### config.mk
export PLATFORM = sky130hd
export DESIGN_NAME = alarm_ring_ctrl
export DESIGN_NICKNAME = d
export VERILOG_FILES = /design/src/rtl/alarm_ring_ctrl.sv
export SDC_FILE = /design/constraint.sdc
export NUM_CORES = 1
export LEC_CHECK = 0
export CAP_MARGIN = 20
export CORE_MARGIN = 4
export CORE_UTILIZATION = 54
export CTS_CLUSTER_DIAMETER = 30
export CTS_CLUSTER_SIZE = 20
export DETAILED_ROUTE_END_ITERATION = 10
export GPL_ROUTABILITY_DRIVEN = 0
export GPL_TIMING_DRIVEN = 0
export MAX_ROUTING_LAYER = met4
export PLACE_DENSITY_LB_ADDON = 0.05
export REMOVE_ABC_BUFFERS = 1
export SYNTH_ARGS = -nofsm -noshare
export SYNTH_HDL_FRONTEND = slang
export SYNTH_SLANG_ARGS = --single-unit
### constraint.sdc
create_clock -name clk -period 5.5 [get_ports clk]
set_clock_uncertainty 0.1 [all_clocks]
set_input_delay 1.1 -clock clk [delete_from_list [all_inputs] [get_ports clk]]
set_output_delay 1.1 -clock clk [all_outputs]
set_load 0.005 [all_outputs]
### src/rtl/alarm_ring_ctrl.sv
// alarm_ring_ctrl: alarm match detection and ring/snooze/stop state machine.
module alarm_ring_ctrl #(
  parameter int RING_SECS   = 60,
  parameter int SNOOZE_SECS = 300,
  parameter int MAX_SNOOZE  = 3
) (
  input  logic       clk,
  input  logic       rst,
  input  logic       tick_1hz,
  input  logic [4:0] cur_hour,
  input  logic [5:0] cur_min,
  input  logic [5:0] cur_sec,
  input  logic [4:0] alarm_hour,
  input  logic [5:0] alarm_min,
  input  logic       alarm_en,
  input  logic       stop_btn,
  input  logic       snooze_btn,
  output logic       alarm_match,
  output logic       blink_alarm,
  output logic       ringing,
  output logic [1:0] snooze_left
);
  typedef enum logic [1:0] {IDLE, RING, SNOOZE} state_t;
  state_t     r_state, w_nstate;
  logic       r_match, r_match_d, r_blink, w_blink;
  logic [8:0] r_ring_cnt, w_ring_cnt, r_snz_cnt, w_snz_cnt;
  logic [1:0] r_left, w_left;
  logic       w_edge, w_abort;
  assign w_edge  = r_match && !r_match_d;
  assign w_abort = stop_btn || !alarm_en;
  always_comb begin
    w_nstate   = r_state;
    w_ring_cnt = r_ring_cnt;
    w_snz_cnt  = r_snz_cnt;
    w_left     = r_left;
    w_blink    = r_blink;
    case (r_state)
      IDLE: begin
        w_blink = 1'b0;
        if (w_edge) begin
          w_nstate   = RING;
          w_ring_cnt = 9'(RING_SECS);
          w_blink    = 1'b1;
          w_left     = 2'(MAX_SNOOZE);
        end
      end
      RING: begin
        if (w_abort) begin
          w_nstate = IDLE;
          w_left   = 2'd0;
          w_blink  = 1'b0;
        end else if (snooze_btn && r_left != 2'd0) begin
          w_nstate  = SNOOZE;
          w_snz_cnt = 9'(SNOOZE_SECS);
          w_left    = r_left - 2'd1;
          w_blink   = 1'b0;
        end else if (tick_1hz) begin
          w_ring_cnt = (r_ring_cnt != 9'd0) ? r_ring_cnt - 9'd1 : 9'd0;
          w_blink    = !r_blink;
          if (r_ring_cnt <= 9'd1) begin
            w_nstate = IDLE;
            w_left   = 2'd0;
            w_blink  = 1'b0;
          end
        end
      end
      SNOOZE: begin
        if (w_abort) begin
          w_nstate = IDLE;
          w_left   = 2'd0;
          w_blink  = 1'b0;
        end else if (tick_1hz) begin
          w_snz_cnt = (r_snz_cnt != 9'd0) ? r_snz_cnt - 9'd1 : 9'd0;
          if (r_snz_cnt <= 9'd1) begin
            w_nstate   = RING;
            w_ring_cnt = 9'(RING_SECS);
            w_blink    = 1'b1;
          end
        end
      end
      default: begin
        w_nstate = IDLE;
        w_left   = 2'd0;
        w_blink  = 1'b0;
      end
    endcase
  end
  always_ff @(posedge clk) begin
    if (rst) begin
      r_state    <= IDLE;
      r_match    <= 1'b0;
      r_match_d  <= 1'b0;
      r_blink    <= 1'b0;
      r_ring_cnt <= 9'd0;
      r_snz_cnt  <= 9'd0;
      r_left     <= 2'd0;
    end else begin
      r_state    <= w_nstate;
      r_match    <= alarm_en && cur_hour == alarm_hour && cur_min == alarm_min && cur_sec == 6'd0;
      r_match_d  <= r_match;
      r_blink    <= w_blink;
      r_ring_cnt <= w_ring_cnt;
      r_snz_cnt  <= w_snz_cnt;
      r_left     <= w_left;
    end
  end
  assign alarm_match = r_match;
  assign blink_alarm = r_blink;
  assign ringing     = r_state == RING;
  assign snooze_left = r_left;
endmodule
## Yosys cells after proc, flatten, opt, wreduce, memory -nomap -nowiden

Index checks and enable logic that the tools add are counted.

- $add $sub $neg: 3
- Multipliers: 0
- Div/mod/pow operators: 0
- Order comparisons: 2
- Equal/unequal tests: 17
- Shifts and indexed selects: 0
- Muxes and demuxes: 38
- Bitwise logic cells: 0
- Reductions and logical operators: 21

Operators with widths:

| kind | number |
|---|---|
| 9-bit two-way mux | 13 |
| 9-bit one-hot mux with 3 select lines | 1 |
| 2-bit two-way mux | 12 |
| 9-bit by 1-bit less-or-equal comparator with 1-bit output (second input constant) | 2 |
| 9-bit one-hot mux with 2 select lines | 1 |
| 9-bit nonzero test | 2 |
| 9-bit by 1-bit subtractor with 9-bit output (second input constant) | 2 |
| 2-bit inequality test (second input constant) | 8 |
| 2-bit one-hot mux with 3 select lines | 2 |
| 5-bit AND reduction | 2 |
| 1-bit two-way mux | 8 |
| 8-bit AND reduction | 1 |
| 6-bit == test | 1 |
| 6-bit logical NOT | 1 |
| 3-bit inequality test (second input constant) | 2 |
| 5-bit == test | 1 |
| 1-bit logical AND | 5 |
| 4-bit by 1-bit inequality test with 1-bit output (second input constant) | 1 |
| 4-bit by 2-bit inequality test with 1-bit output (second input constant) | 1 |
| 4-bit AND reduction | 1 |
| 2-bit nonzero test | 2 |
| 1-bit logical NOT | 3 |
| 1-bit one-hot mux with 3 select lines | 1 |
| 3-bit AND reduction | 1 |
| other kinds (7) | 7 |

- Register bits: 25
- Latch bits: 0
- Bits in writable memories: 0
- ROM bits: 0
- Bits of input ports: 34
- Memories: 0

## Depth between registers and ports, before layout

- Depth after elaboration: 6
- Depth in mapped cells: 8

## Worst setup path after synthesis

OpenSTA, ideal clock, no wires.

- Path kind: input -> register
- Start point: input alarm_en
- End point: register r_snz_cnt[4]
- Library setup time: 71 ps
- Arrival time: 2150 ps
- Setup slack: 3179 ps
- Cell stages on the path: 4
- Path buffers: 0
- Cells stage by stage: nor4bb_1 > nand3_1 > or3_2 > a21oi_1

- Word-level cells in the longest chain between the ends: 4

Ends and longest elaborated chain:

| what | RTL line | RTL |
|---|---|---|
| start: declaration | 15 | `input logic alarm_en,` |
| 1-bit logical NOT (*) | 30 | `assign w_abort = stop_btn \|\| !alarm_en;` |
| 1-bit logical OR (*) | 30 |  |
| 2-bit inequality test (no source line) | n/a |  |
| 5-bit AND reduction (no source line) (*) | n/a |  |
| end signal: assignment | 103 | `r_snz_cnt <= w_snz_cnt;` |
| end: declaration | 26 | `logic [8:0] r_ring_cnt, w_ring_cnt, r_snz_cnt, w_snz_cnt;` |

Mark *: on every way between the ends. The rest lies on a longest branch, timed or not.
A chain may end at the register's enable or synchronous reset.

## Final worst setup path

- Start point: register r_state[0]
- End point: output ringing

- Word-level cells in the longest chain between the ends: 1

Ends and longest elaborated chain:

| what | RTL line | RTL |
|---|---|---|
| start: declaration | 24 | `state_t r_state, w_nstate;` |
| start signal: assignment | 98 | `r_state <= w_nstate;` |
| 2-bit by 1-bit == test with 1-bit output | 109 | `assign ringing = r_state == RING;` |
| end: declaration | 20 | `output logic ringing,` |

No other way between the ends.

==> impl_metrics.toml <==
[outcome]
outcome = "finished clean"

[die]
die-width_um = 65.3
ioPinCount = 39
initial_core_util = 0.571
die_h_um = 65.3
dieArea_um2 = 4260
coreArea_um2 = 3100
rows = 20

[timing]
fin_ws_ps = 2300
slew_headroom = 0.386
rsz0062_at_grt = "no"
finalMaxSlewViolations = 0
fin_crit_sh = 0.582
hold_ws_ps = 383
finalSetupTns_ps = 0
setup_violations = 0
hold_viol_final = 0
worstMarginPinSlew_ps = 918
fmax_ghz = 0.312
period_needed_ps = 3200

[cells_and_area]
nNetsFinal = 293
n_antenna_cell = 0
drive_gt1_frac = 0.0797
stdcell_count = 295
final_util = 0.703
mostFrequentLayoutCell = "clkdlybuf4s50_1"
mostFrequentLayoutCells = "clkdlybuf4s50_1, dfxtp_1, a21oi_1"
syn2layout_area_growth_pct = 23.2

[yosys]
ys_seq_area_frac = 0.282
ys.flop_type = "dfxtp_1"
synth.distinct_cells = 55
synth_warnings = 0
synth-edff-count = 0
synth_area_leader_cell = "dfxtp_1"
syn_area_um2 = 1770
synth_top_area_share = 0.282
syn_area_per_cell_um2 = 8.24
synthArstFlopShare = 0
synth_area_leaders = "dfxtp_1, ha_1, a21oi_1"
synth_cells = 215
synth-seq-cells = 25

[critical_path]
endpoint_kind = "output port"
crit_buf_inv = 2
cp_max_fo = 13
critical-path-top-delay-family = "buffers and inverters"
start_kind = "register"
cp-startpoint = "r_state[0]"
timing.rr.start = "r_ring_cnt[0]"
crit_required_ps = 4300
critPathSlowestCell = "dfxtp_1"
cp_slowest_stage_delay_ps = 580
criticalPathCategory = "reg -> out"
cp_cell_sequence = "or2b_2, clkinv_1, clkdlybuf4s50_1"
arrival_ps = 2000

[detailed_routing]
drc = 0
drtIter0Drc = 193
via_per_inst = 5.95
wl_mm = 4.16
dr.pass1.iters = 4
vias = 1756
ant_nets = 0
wl_per_cell_um = 14.1

[global_route]
use_met3 = 0.0444
top_usage_layer = "met2"
grt_use_met2 = 0.382
grtUsageMet1 = 0.253
grt_pass1_vias = 1668
antenna_found_initial = 0
grt_max_degree = 25
grt_pass1_wl_mm = 7.25
gr-total-overflow = 0
grt_use_total = 0.214

[pwr]
vdd_drop_max_mv = 0.129
powerDensity_nw_per_um2 = 142
p_leak_nw = 0.775

[clock_tree]
htree_num_levels = 1
cts.sinks = 25
cts-root-buf = "clkbuf_4"
hold_buffers = 0
cts_buffers = 3
cts_tree = "done"
clkTransAtPathRegs_ps = 160
cts_max_path_buffers = 2
clock_latency_ps = 330
cts_resized = 0
post-cts-setup-buffers = 0

[hold_path]
min-delay-start = "r_snz_cnt[3]"
hp-class = "reg -> reg"

[place]
port_buffers = 38
dp_worst_setup_slack_ps = 2300
place_inst = 291
hpwl_mm = 3.21

[flow_run]
drv_cap = 0
[cells by family after synthesis]
logic type	Yosys count	share of synthesized area
fa+ha+maj	7	0.0494
simple gates	89	0.304
mux	2	0.0113
buf+inv	18	0.0572
xor+xnor	11	0.0544
flops	25	0.282
compound gates	63	0.242
[cell usage after synthesis, types with 2 or more instances]
library cell and count:
a21oi_1 16, a31o_2 2, a31oi_1 4, clkbuf_1 3, clkbuf_8 2, dfxtp_1 25, ha_1 7, inv_1 10
mux2i_1 2, nand2_1 5, nand2b_1 6, nand3_1 13, nand4_1 2, nor2_1 15, nor2b_1 5, nor3_1 10
nor3b_1 2, nor4_1 9, nor4b_1 2, nor4bb_1 2, o211ai_1 2, o21ai_0 12, o21bai_1 5, o31ai_1 7
o32ai_1 2, o41ai_1 4, or2_2 2, or4_1 3, xnor2_1 7, xor2_1 4
[final timing paths]
path                                      end  slack (ps)  cells past startpoint
worst max-delay path                  ringing        2300                      3
worst min-delay path             r_snz_cnt[3]         380                      2
worst max register to register  r_ring_cnt[1]        3240                      7
worst min register to register   r_snz_cnt[3]         380                      2
[state kept, by name, summed over array words and instances, names as in the netlist]
register     count
alarm_match      1
blink_alarm      1
r_match_d        1
r_ring_cnt       9
r_snz_cnt        9
r_state          2
snooze_left      2
[metal layers]
layer | vias to the layer above | wire length, µm | share of wire
met5 | - | 0 | 0
met4 | 0 | 36 | 0.0087
met3 | 4 | 203 | 0.049
met2 | 52 | 2090 | 0.50
met1 | 810 | 1830 | 0.44
li1 | 890 | - | -
[worst register-to-register path, delay by kind of cell, from the launching register on]
family	cells	cell delay, ps
AOI/OAI and AO/OA	1	230
adders and majority gates	1	150
DFF	1	380
and+or+nand+nor	4	1170
buffers and inverters	1	130
[area by class of cell]
type | instances | area [µm²]
inverter | 11 | 41.3
sequential | 25 | 500
tap | 44 | 55.1
timing repair buffer | 39 | 385
clock inverter | 1 | 7.51
fill | 276 | 921
clock buffer | 3 | 22.5
multi-input combinational | 172 | 1170
[power by group]
part	switching, W	leakage (nW)	internal [W]
clock network	0.0000598	0.0139	0.0000278
logic	0.0000138	0.560	0.0000272
registers	0.000000000761	0.201	0.000181
[per-stage QoR]
step | total power (W) | instance area, µm²
CTS | 0.000312 | 2180
finish | 0.000310 | 2180
floorplan | 0.000196 | 1710
global route | 0.000321 | 2180
global placement | 0.000226 | 2150
detailed placement | 0.000226 | 2150
No activity file was read; power rests on OpenSTA's default activity.
